**config.mk**
```make
export PLATFORM = sky130hd
export DESIGN_NAME = traffic_phase_fsm
export DESIGN_NICKNAME = d
export VERILOG_FILES = /design/src/rtl/traffic_phase_fsm.sv
export SDC_FILE = /design/constraint.sdc
export NUM_CORES = 1
export LEC_CHECK = 0
export CAP_MARGIN = 0
export CORE_UTILIZATION = 42
export CTS_CLUSTER_DIAMETER = 50
export CTS_CLUSTER_SIZE = 25
export DETAILED_ROUTE_END_ITERATION = 8
export PLACE_DENSITY = 0.7
export SLEW_MARGIN = 20
export SYNTH_ARGS = -nofsm -noshare
export SYNTH_HDL_FRONTEND = slang
export SYNTH_SLANG_ARGS = --single-unit
```
**constraint.sdc**
```tcl
create_clock -name clk -period 1.4 [get_ports clk]
set_clock_uncertainty 0.2 [all_clocks]
set_input_delay 0.14 -clock clk [delete_from_list [all_inputs] [get_ports clk]]
set_output_delay 0.14 -clock clk [all_outputs]
set_load 0.02 [all_outputs]
```
**src/rtl/traffic_phase_fsm.sv**
```systemverilog
// Traffic intersection phase sequencer: main/side green-yellow-red cycling with
// demand-driven side phase, bounded main-green extension and night flashing mode.
module traffic_phase_fsm #(
  parameter int MAX_EXTEND = 4
) (
  input  logic       clk,
  input  logic       rst,
  input  logic       g_end,
  input  logic       y_end,
  input  logic       r_end,
  input  logic       side_car,
  input  logic       ped_req,
  input  logic       night_mode,
  output logic       fsm_g,
  output logic       fsm_y,
  output logic       fsm_r,
  output logic [2:0] main_light,
  output logic [2:0] side_light,
  output logic       walk
);

  localparam int EXT_W = (MAX_EXTEND < 2) ? 1 : $clog2(MAX_EXTEND + 1);
  localparam logic [EXT_W-1:0] EXT_LIMIT = EXT_W'(MAX_EXTEND);
  localparam logic [EXT_W-1:0] EXT_ONE   = EXT_W'(1);

  typedef enum logic [2:0] {
    MAIN_G,
    MAIN_Y,
    ALL_R1,
    SIDE_G,
    SIDE_Y,
    ALL_R2,
    FLASH
  } state_t;

  state_t           state, state_n;
  logic             blink, blink_n;
  logic             demand, demand_n;
  logic             ped_latched, ped_latched_n;
  logic             walk_flag, walk_flag_n;
  logic [EXT_W-1:0] ext_cnt, ext_cnt_n;

  always_ff @(posedge clk) begin
    if (rst) begin
      state       <= ALL_R2;
      blink       <= 1'b0;
      demand      <= 1'b0;
      ped_latched <= 1'b0;
      walk_flag   <= 1'b0;
      ext_cnt     <= '0;
    end else begin
      state       <= state_n;
      blink       <= blink_n;
      demand      <= demand_n;
      ped_latched <= ped_latched_n;
      walk_flag   <= walk_flag_n;
      ext_cnt     <= ext_cnt_n;
    end
  end

  // End pulses not belonging to the current phase fall through untouched.
  always_comb begin
    state_n       = state;
    blink_n       = blink;
    demand_n      = demand | side_car | ped_req;
    ped_latched_n = ped_latched | ped_req;
    walk_flag_n   = walk_flag;
    ext_cnt_n     = ext_cnt;

    case (state)
      MAIN_G: begin
        if (g_end) begin
          if (demand || (ext_cnt == EXT_LIMIT)) begin
            state_n   = MAIN_Y;
            ext_cnt_n = '0;
          end else begin
            ext_cnt_n = ext_cnt + EXT_ONE;
          end
        end
      end
      MAIN_Y: begin
        if (y_end) state_n = ALL_R1;
      end
      ALL_R1: begin
        if (r_end) begin
          if (night_mode) begin
            state_n = FLASH;
          end else begin
            // Requests arriving in the entry cycle itself survive the clear.
            state_n       = SIDE_G;
            walk_flag_n   = ped_latched;
            demand_n      = side_car | ped_req;
            ped_latched_n = ped_req;
          end
        end
      end
      SIDE_G: begin
        if (g_end) begin
          state_n     = SIDE_Y;
          walk_flag_n = 1'b0;
        end
      end
      SIDE_Y: begin
        if (y_end) state_n = ALL_R2;
      end
      ALL_R2: begin
        if (r_end) state_n = night_mode ? FLASH : MAIN_G;
      end
      FLASH: begin
        if (y_end) begin
          if (night_mode) begin
            blink_n = ~blink;
          end else begin
            state_n = ALL_R2;
            blink_n = 1'b0;
          end
        end
      end
      default: state_n = ALL_R2;
    endcase
  end

  always_comb begin
    fsm_g      = 1'b0;
    fsm_y      = 1'b0;
    fsm_r      = 1'b1;
    main_light = 3'b100;
    side_light = 3'b100;
    walk       = 1'b0;

    case (state)
      MAIN_G: begin
        fsm_g      = 1'b1;
        fsm_r      = 1'b0;
        main_light = 3'b001;
      end
      MAIN_Y: begin
        fsm_y      = 1'b1;
        fsm_r      = 1'b0;
        main_light = 3'b010;
      end
      SIDE_G: begin
        fsm_g      = 1'b1;
        fsm_r      = 1'b0;
        side_light = 3'b001;
        walk       = walk_flag;
      end
      SIDE_Y: begin
        fsm_y      = 1'b1;
        fsm_r      = 1'b0;
        side_light = 3'b010;
      end
      FLASH: begin
        fsm_y      = 1'b1;
        fsm_r      = 1'b0;
        main_light = {1'b0, blink, 1'b0};
        side_light = {1'b0, blink, 1'b0};
      end
      default: ;
    endcase
  end

endmodule

```
==> impl_summary.md <==
Cells and area
The post-layout instance count excluding filler cells is 158. The number of antenna repair diodes is 0. The multi-input combinational cells in the finished layout cover a total of 549 sq um. Summing all flip-flop and latch instances after layout gives 211 sq um. The net count of the finished layout is 155.

The layout filler cell count is 102. The share of final-layout standard cells stronger than drive strength 1 is 52.1%. The finished cells cover 1260 sq um. The growth of design area from synthesis to finish is 74.0%.

Critical path
The data required time of the worst path is 1060 ps. In this run the worst path has a maximum fanout of 3. STA classifies the critical path endpoint as a primary output. The buffering stage count on the worst path with inverters included is 3.

The kind of cell adding the most delay to the critical path is buffers and inverters. STA classifies the critical path startpoint as a flip-flop. Traced cell by cell, the critical path runs through buf_6 > nor3_4 > buf_4 > or2_2 > buf_2. The stage delay of the slowest cell on the critical path is 370 ps. On the critical path, the stage with the largest delay is an instance of sky130_fd_sc_hd__dfxtp_2.

The critical path in this run is classified as reg2out. Data arrives at the worst endpoint at 1350 ps.

CTS
In this run, post-CTS hold repair placed 0 buffers. The clock passes through at most 2 buffers. Clock tree synthesis inserted a total of 3 buffers. The register clock-pin slew on the reported worst setup and hold paths is 80 ps. The CTS sink count is 10. In this run the clock root is driven by a sky130_fd_sc_hd__clkbuf_4. The worst-skew pair later-pin latency is 270 ps.

CTS built an H-tree with a depth of 1. The TritonCTS clock tree is built.

Floorplanning
The total I/O pin count is 18. The die boundary width is 43.5 um. The height of the chip is 43.5 um.

The region available for standard cell placement spans 1560 sq um. For this configuration, the core starts out at a cell density of 46.3%. The die covers 1890 sq um. The floorplan has 14 rows.

Global routing
The number of antenna violations at the first check in global routing is 0. Global routing finished with a remaining overflow of 0. Entering global routing, the biggest net connects 10 pins. In this run the most used layer during global routing was met2. The number of global-route vias before repair is 880. Global routing consumed, over all layers together, 27.0% of the routing resources. Global routing used 49.7% of the available met2 tracks. The first global-routing pass estimated 3.82 mm of wire. The global-route track usage on met1 is 31.1%.

The met3 track demand over resource is 3.75%.

STA
After layout, the minimum clock period comes to 1690 ps. Timing would allow up to 591 MHz. Setup repair after global routing could not meet its margin everywhere. Once routing completed, OpenROAD measured the worst setup slack at -293 ps. For the pin with the worst max-slew slack, the measured transition is 240 ps. Measured against its own limit, the worst slew margin works out to 83.8%. The number of failing setup endpoints in the final timing report is 16. The final critical path takes up 121% of the cycle. The final count of hold timing violations is 0. The number of pins exceeding their max-slew limit in the final report came to 0.

Yosys
For this run, the leading register cell type out of synthesis is sky130_fd_sc_hd__dfxtp_1. The area fraction of the dominant cell type after synthesis is 27.7%. Counting flops and latches in the post-synthesis netlist gives 10. After synthesis, the most frequently instantiated cells are sky130_fd_sc_hd__nor2_1 (12), sky130_fd_sc_hd__dfxtp_1 (10), sky130_fd_sc_hd__a21oi_1 (9). The mean instance size in the synthesized netlist is 7.68 sq um. By area the synthesized netlist is led by sky130_fd_sc_hd__dfxtp_1 (28%), sky130_fd_sc_hd__a21oi_1 (6.2%), sky130_fd_sc_hd__nor2_1 (6.2%).

The synthesized design spends more area on one cell type than any other, namely sky130_fd_sc_hd__dfxtp_1. During synthesis, Yosys emitted a total of 0 warnings. The sequential element share of the synthesized area is 27.7%.

When the netlist entered floorplanning its net count stood at 105. Counting flops with an async set or reset pin after synthesis yields a share of 0%. The netlist area before placement is 722 sq um. The count of unique library cells instantiated by Yosys is 36. The number of enable flip-flop cells after synthesis is 0.

The cell count after synthesis is 94. The most numerous cell in the Yosys netlist is sky130_fd_sc_hd__nor2_1.

Pwr
The leakage power of the design is 0.000570 uW. The worst-case IR drop observed on VDD is 1200 uV. The power density normalized to cell area is 1340 nW/um^2.

Detailed routing
The post-detailed-route via-to-cell ratio is 5.79. The final antenna-violating net count is 0. The routed via count is 915. The final layout contains routed wiring with a total length of 2.56 mm.

The routed length per instance is 16.2 um. For this run, design rule violations remaining after detail routing come to 0. The number of iterations in the first detailed-routing pass is 4. The DRC marker count from the first detailed-route iteration is 27.

Place
The count of buffers added on input and output ports is 17. The cell count after placement is 150. The last weighted congestion value of the routability-driven placer is 0.864. The area of placed instances is 1120 sq um. The sum of net half-perimeters after detailed placement is 1.60 mm.

Flow run
Across the run, the number of max-cap violations was 0.

Outcome
The checks that failed: negative setup slack. The flow ran to the end, but the final reports show violations.

Min path
The path class of the tightest hold or removal check is reg2reg.
[layout make-up]
cell class	instances	area share, %
Multi-Input combinational cell	71	43.7
Inverter	7	2.09
Clock buffer	3	1.79
Timing Repair Buffer	51	34.0
Tap cell	16	1.59
Sequential cell	10	16.8
[kinds of logic after synthesis]
group,Yosys count,share of synthesized area [%]
AND/OR/NAND/NOR,40,30.3
AO/OA/AOI/OAI,24,22.5
buffers and inverters,13,8.66
flip-flops,10,27.7
multiplexers,4,5.55
adder cells (fa/ha/maj),3,5.20
[layout by cell type, fill, tap and decap left out, types with 3 or more instances in the layout]
master | Yosys | layout
sky130_fd_sc_hd__dfxtp_2 | 0 | 3
sky130_fd_sc_hd__nor2b_1 | 4 | 3
sky130_fd_sc_hd__nand2_1 | 8 | 7
sky130_fd_sc_hd__buf_4 | 1 | 32
sky130_fd_sc_hd__clkdlybuf4s50_1 | 0 | 7
sky130_fd_sc_hd__nor2_1 | 12 | 10
sky130_fd_sc_hd__inv_1 | 7 | 6
sky130_fd_sc_hd__buf_2 | 1 | 3
sky130_fd_sc_hd__clkbuf_4 | 0 | 3
sky130_fd_sc_hd__a21oi_1 | 9 | 7
sky130_fd_sc_hd__dfxtp_1 | 10 | 5
sky130_fd_sc_hd__nand4_1 | 3 | 3
sky130_fd_sc_hd__o21ai_0 | 4 | 3
sky130_fd_sc_hd__buf_6 | 1 | 9
[path summary, 6_finish.rpt]
check,start,to,slack [ps],cells after the start
setup / recovery,state[0]$_SDFFE_PP1P_,fsm_g,-290,5
hold / removal,ped_latched$_SDFF_PP0_,ped_latched$_SDFF_PP0_,290,2
setup reg to reg,state[0]$_SDFFE_PP1P_,state[0]$_SDFFE_PP1P_,-280,7
hold reg to reg,ped_latched$_SDFF_PP0_,ped_latched$_SDFF_PP0_,290,2
[repair_timing]
item                       CTS  global route
gates resized for setup     63            13
buffers inserted             4             1
pin swaps                   12             9
cloned                       0             0
setup endpoints to repair   18            19
[state kept, by name, indices dropped and copies added (netlist names)]
signal,flops
state,3
ext_cnt,3
blink,1
ped_latched,1
demand,1
walk_flag,1
[worst register-to-register path: stages (launching register included)]
cell and delay [ps]:
sky130_fd_sc_hd__dfxtp_2 370, sky130_fd_sc_hd__buf_6 120, sky130_fd_sc_hd__buf_6 120, sky130_fd_sc_hd__buf_6 110, sky130_fd_sc_hd__mux2i_2 220, sky130_fd_sc_hd__a32oi_2 90, sky130_fd_sc_hd__a22oi_1 180, sky130_fd_sc_hd__a21boi_2 200
[metal layers]
layer / wire length, um / vias to the layer above / part of all wire [%]
met5: 0 / - / 0
met1: 1030 / 434 / 40
li1: - / 432 / -
met3: 133 / 12 / 5.2
met2: 1320 / 37 / 51
met4: 87 / 0 / 3.4
[through the flow]
| stage | utilization (%) | worst slack, ps | setup TNS (ps) | hold WS (ps) | total power [uW] |
|---|---|---|---|---|---|
| final | 80.6 | -293 | -3030 | 293 | 1680 |
| after global placement | 72.0 | -338 | -3950 | 271 | 1270 |
| after floorplan | - | -273 | -314 | 57.4 | 857 |
| after detailed placement | 72.0 | -380 | -4410 | 277 | 1280 |
| after global routing | 80.6 | -333 | -3720 | 318 | 1760 |
| after CTS | 76.7 | -264 | -2620 | 294 | 1550 |
[power breakdown]
| group | internal [uW] | switching, uW |
|---|---|---|
| Clock | 99.6 | 112 |
| Combinational | 568 | 525 |
| Sequential | 324 | 53.3 |
| Total | 992 | 690 |
No activity file was read; power rests on OpenSTA's default activity.
